## src/rtl/alu_share_arbiter.sv

```systemverilog
// alu_share_arbiter
//   Time-shares one ALU (operands plus ALUop/funct decode) between two
//   requesters: req0 = main execute stage, req1 = branch/address unit.
//   Contention is resolved round-robin. Each operation runs through
//   IDLE (grant) -> EXEC (ALU inputs held for ALU_LAT cycles) -> RESP
//   (result held until the owner takes it).
// Parameters
//   DATA_W   operand/result width
//   ALU_LAT  cycles from driving ALU inputs to sampling alu_result (1..15)
// Ports
//   clk_i, rst_i          clock (rising edge), async active-high reset
//   req_valid_i/ready_o   per-requester request handshake (2 bits)
//   req_aluop_i/funct_i   per-requester decode fields, {req1,req0} packed
//   req_a_i/req_b_i       per-requester operands, {req1,req0} packed
//   alu_*_o               registered ALU inputs, held while an op is in flight
//   alu_result_i/zero_i   ALU result and zero flag
//   rsp_valid_o/ready_i   per-requester response handshake (2 bits)
//   rsp_data_o/zero_o     latched result and zero flag, shared
module alu_share_arbiter #(
   parameter int DATA_W  = 32,
   parameter int ALU_LAT = 1
) (
   input  logic                   clk_i,
   input  logic                   rst_i,
   input  logic [1:0]             req_valid_i,
   output logic [1:0]             req_ready_o,
   input  logic [1:0][2:0]        req_aluop_i,
   input  logic [1:0][5:0]        req_funct_i,
   input  logic [1:0][DATA_W-1:0] req_a_i,
   input  logic [1:0][DATA_W-1:0] req_b_i,
   output logic [2:0]             alu_aluop_o,
   output logic [5:0]             alu_funct_o,
   output logic [DATA_W-1:0]      alu_a_o,
   output logic [DATA_W-1:0]      alu_b_o,
   input  logic [DATA_W-1:0]      alu_result_i,
   input  logic                   alu_zero_i,
   output logic [1:0]             rsp_valid_o,
   input  logic [1:0]             rsp_ready_i,
   output logic [DATA_W-1:0]      rsp_data_o,
   output logic                   rsp_zero_o
);

   typedef enum logic [1:0] {IDLE, EXEC, RESP} state_t;

   typedef struct packed {
      logic [2:0]        aluop;
      logic [5:0]        funct;
      logic [DATA_W-1:0] a;
      logic [DATA_W-1:0] b;
   } alu_op_t;

   state_t            state_q, state_d;
   alu_op_t           op_q, op_d;
   logic              grant_q, grant_d;
   logic              last_q, last_d;
   logic [3:0]        cnt_q, cnt_d;
   logic [1:0]        rsp_vld_q, rsp_vld_d;
   logic [DATA_W-1:0] data_q, data_d;
   logic              zero_q, zero_d;

   logic any_req;
   logic win;

   assign any_req = |req_valid_i;
   // Both pending: take the one not served last. Otherwise the lone
   // requester wins, which is req1 exactly when bit 1 is set.
   assign win = (&req_valid_i) ? ~last_q : req_valid_i[1];

   // State register
   always_ff @(posedge clk_i or posedge rst_i) begin
      if (rst_i) begin
         state_q   <= IDLE;
         op_q      <= '0;
         grant_q   <= 1'b0;
         last_q    <= 1'b1;
         cnt_q     <= '0;
         rsp_vld_q <= '0;
         data_q    <= '0;
         zero_q    <= 1'b0;
      end else begin
         state_q   <= state_d;
         op_q      <= op_d;
         grant_q   <= grant_d;
         last_q    <= last_d;
         cnt_q     <= cnt_d;
         rsp_vld_q <= rsp_vld_d;
         data_q    <= data_d;
         zero_q    <= zero_d;
      end
   end

   // Next state
   always_comb begin
      state_d   = state_q;
      op_d      = op_q;
      grant_d   = grant_q;
      last_d    = last_q;
      cnt_d     = cnt_q;
      rsp_vld_d = rsp_vld_q;
      data_d    = data_q;
      zero_d    = zero_q;
      case (state_q)
         IDLE: begin
            if (any_req) begin
               grant_d    = win;
               op_d.aluop = req_aluop_i[win];
               op_d.funct = req_funct_i[win];
               op_d.a     = req_a_i[win];
               op_d.b     = req_b_i[win];
               cnt_d      = 4'(ALU_LAT);
               state_d    = EXEC;
            end
         end
         EXEC: begin
            cnt_d = cnt_q - 4'd1;
            if (cnt_q == 4'd1) begin
               data_d    = alu_result_i;
               zero_d    = alu_zero_i;
               rsp_vld_d = grant_q ? 2'b10 : 2'b01;
               state_d   = RESP;
            end
         end
         RESP: begin
            // Only the owner's rsp_ready matters.
            if (rsp_ready_i[grant_q]) begin
               rsp_vld_d = '0;
               last_d    = grant_q;
               state_d   = IDLE;
            end
         end
         default: state_d = IDLE;
      endcase
   end

   // Outputs
   always_comb begin
      req_ready_o = '0;
      if (state_q == IDLE && any_req) req_ready_o[win] = 1'b1;
   end

   assign alu_aluop_o = op_q.aluop;
   assign alu_funct_o = op_q.funct;
   assign alu_a_o     = op_q.a;
   assign alu_b_o     = op_q.b;
   assign rsp_valid_o = rsp_vld_q;
   assign rsp_data_o  = data_q;
   assign rsp_zero_o  = zero_q;

endmodule

```

## config.mk

```make
export PLATFORM = sky130hd
export DESIGN_NAME = alu_share_arbiter
export DESIGN_NICKNAME = d
export VERILOG_FILES = /design/src/rtl/alu_share_arbiter.sv
export SDC_FILE = /design/constraint.sdc
export NUM_CORES = 1
export LEC_CHECK = 0
export CAP_MARGIN = 20
export CORE_UTILIZATION = 38
export CTS_BUF_LIST = sky130_fd_sc_hd__clkbuf_16
export DETAILED_ROUTE_END_ITERATION = 10
export PLACE_DENSITY = 0.85
export SYNTH_ARGS = -nofsm -noshare
export SYNTH_HDL_FRONTEND = slang
export SYNTH_SLANG_ARGS = --single-unit
```

## constraint.sdc

```tcl
create_clock -name clk_i -period 5.2 [get_ports clk_i]
set_input_delay 1.04 -clock clk_i [delete_from_list [all_inputs] [get_ports clk_i]]
set_output_delay 1.04 -clock clk_i [all_outputs]
set_load 0.02 [all_outputs]
```

==> flow_summary.toml <==
[clock_tree]
holdBufCountCts = 0
post_cts_buffers = 0
path_clk_slew_ps = 50
cts_made_buffers = 17
clk-insertion-delay-late_ps = 400
cts_tree = "yes"
cts_root_buf = "clkbuf_16"
clockBufferDepth = 2
post_cts_resized = 0
htree_levels = 4
clkSinkCount = 116

[cells_and_area]
drive_above_1_share_pct = 11.29
fillCellCount = 928
final_cell_count_no_fill = 845
synthToLayoutAreaGrowth_pct = 69.86
utilization_pct = 67.19
final_net_count = 848
multi_input_area_sq_um = 1902
seq_area_sq_um = 2904
antenna_cells_inserted = 0

[floorplanning]
dieWidth_microns = 117.3
row_count = 41
dieArea_sq_um = 13760
core_sq_um = 12770
boundaryPins = 295
start_util_pct = 39.55
die_h_microns = 117.3

[synth]
synth_cell_type_count = 37
seq_area_frac_synth_pct = 57.48
avgSynthCellArea_sq_um = 13.40
yosysWarningCount = 0
synth_fp_nets = 564
syn_area_sq_um = 5052
synthCells = 377
ys_seq_elements = 116

[setup_path]
cpMostUsedCell = "clkdlybuf4s50_1"
end_kind = "output pin"
slowest_stage = "clkdlybuf4s50_1"
crit_fanout = 4
critPathArrivalTime_ps = 2650
path_cells = "clkdlybuf4s50_1 > a21boi_4 > and2_1 > clkdlybuf4s50_1"
cp-start-kind = "input pin"
required_ps = 4160
cpPeakStageDelay_ps = 630
worst-setup-path-type = "in2out"

[job]
drv_cap = 0

[power]
pwr-share-comb_pct = 49.4
p_seq_share_pct = 30.4
switchingPower_uw = 1934
clock_power_share_pct = 20.2
ir_worst_vdd_mv = 0.3044
power_report.internal_total_uw = 3437
p_per_area_nw_per_um2 = 626.0
leakage_uw = 0.003831
swShare_pct = 36.01

[sta]
drv_slew = 0
max_freq_ghz = 0.2710
rsz0062_at_grt = "no"
fin_worst_skew_ps = 7.828
period_minus_slack_ps = 3689
relSlewSlack_pct = 39.23
finalCritPeriodShare_pct = 70.95
tightestPinTransition_ps = 908.1
worst_slack_ps = 1511
setup_viol = 0
hold_viol_final = 0
fin_setup_tns_ps = 0

[min_path]
hold_path_class = "reg2reg"

[global_route]
grt_pass1_wl_microns = 25320
grt_pass1_vias = 4670
grt_usage_pct = 23.58
antenna_found_initial = 0
grt_max_degree = 74
gr-total-overflow = 0

[drt]
ant_nets = 0
drt-total-wl_microns = 15850
drc = 0
dr.pass1.iters = 4
vias = 4531
vias_per_cell = 5.362
wire_per_inst_microns = 18.75
drt-initial-drc-count = 214

[placement]
place_hpwl_microns = 11040
place_congestion = 0.8151
place_ws_ps = 1512
placed_cells = 814
io_buffers = 294

[run_status]
outcome = "finished, final reports clean"
==> cells in the final DEF, fill, tap and decap left out, types with 2 or more instances in the layout <==
cell	n
clkdlybuf4s50_1	294
dfrtp_1	115
and3_1	73
a221o_1	73
mux2_2	26
clkbuf_16	17
mux2_4	7
nor2_1	7
buf_4	7
inv_1	5
clkinv_2	4
a21oi_1	3
nand2_1	3
clkinv_1	3
nand2b_1	2
o21ai_0	2
nand3b_1	2
and2_1	2
mux2i_1	2
ha_1	2
bufinv_16	2
clkinvlp_4	2
==> worst max-delay path, delay by kind of cell <==
family                 cells  cell delay, ps
AO/OA/AOI/OAI              1             220
buffers and inverters      2            1220
AND/OR/NAND/NOR            1             160
==> logic make-up (layout without fill, tap and decap cells) <==
kind of cell,after synthesis,count (layout),share of synthesized area [%]
XOR/XNOR,1,1,0.1734
flip-flops,116,116,57.48
buffers and inverters,40,336,5.250
multiplexers,35,35,8.271
AO/OA/AOI/OAI,86,86,16.25
AND/OR/NAND/NOR,97,97,12.09
adder cells (fa/ha/maj),2,2,0.4952
==> path summary, 6_finish.rpt <==
kind | startpoint | end | slack, ps | cells after the start
setup / recovery | req_valid_i[1] | req_ready_o[1] | 1510 | 4
hold reg to reg | cnt_q[3] | cnt_q[3] | 500 | 1
max in group asynchronous | rst_i | alu_a_o[20] | 3100 | 3
setup reg to reg | state_q[0] | alu_a_o[18] | 2460 | 5
hold / removal | cnt_q[3] | cnt_q[3] | 500 | 1
min in group asynchronous | rst_i | rsp_data_o[19] | 1160 | 2
==> power by group through the flow <==
| stage | sequential, uW | clock [uW] | combinational (uW) |
|---|---|---|---|
| after floorplan | 2100 | 0 | 1010 |
| after global placement | 1610 | 0 | 2600 |
| after detailed placement | 1630 | 0 | 2660 |
| after CTS | 1630 | 1100 | 2670 |
| after global routing | 1690 | 1150 | 2800 |
| final | 1630 | 1090 | 2650 |
==> synthesized netlist by cell type <==
library cell	number	area, sq um
nor4_1	1	6.260
a221o_1	73	730.7
nor2_1	7	26.28
o31ai_1	1	7.510
ha_1	2	25.02
nor2b_1	1	6.260
a21o_1	1	7.510
nand2_4	1	11.26
buf_2	3	15.01
dfrtp_1	115	2878
o21ai_0	2	10.01
and2b_2	1	8.760
a22oi_1	1	7.510
a221oi_1	1	8.760
nand2b_1	2	12.51
mux2_2	26	292.8
a21oi_1	3	15.01
dfstp_2	1	26.28
xnor2_1	1	8.760
buf_6	14	157.7
nor3b_2	1	12.51
and2_1	2	12.51
inv_1	4	15.01
nand3b_1	2	15.01
clkbuf_1	14	52.55
mux2_4	7	105.1
nand4b_1	1	8.760
and3_1	73	456.7
o21ai_2	1	8.760
and3_4	1	11.26
mux2i_1	2	20.02
nand2_1	3	11.26
a21boi_1	1	7.510
clkbuf_2	5	25.02
a2bb2oi_1	1	8.760
a31o_2	1	8.760
nor2_4	1	11.26
==> per-layer routing <==
metal / global-route usage [%] / vias up / part of all wire [%]
li1: - / 2038 / -
met1: 27.82 / 2232 / 40
met2: 40.79 / 238 / 51
met3: 7.247 / 23 / 7.7
met4: 7.386 / 0 / 1.5
met5: 0 / - / 0
==> flip-flops by register name (all words and copies together), names as in the netlist, 2 cells and up <==
| register | flops |
|---|---|
| alu_funct_o | 6 |
| rsp_data_o | 32 |
| alu_a_o | 32 |
| cnt_q | 4 |
| alu_aluop_o | 3 |
| rsp_valid_o | 2 |
| alu_b_o | 32 |
| state_q | 2 |
==> cell type report <==
| class | count | area share [%] |
|---|---|---|
| repair buffers | 301 | 34.90 |
| clock inverters | 14 | 1.429 |
| well taps | 172 | 2.508 |
| clock buffers | 17 | 4.957 |
| multi-input cells | 221 | 22.16 |
| flip-flops and latches | 116 | 33.84 |
| inverters | 4 | 0.2041 |
==> stage by stage <==
step,hold WS [ps],power [uW],area [sq um]
6_report,496.5,5372,8582
3_3_place_gp,485.3,4215,8034
2_1_floorplan,470.9,3108,5052
5_1_grt,515.8,5639,8582
3_5_place_dp,492.1,4291,8034
4_1_cts,501.5,5408,8582
Power figures use the tool's default switching activity.
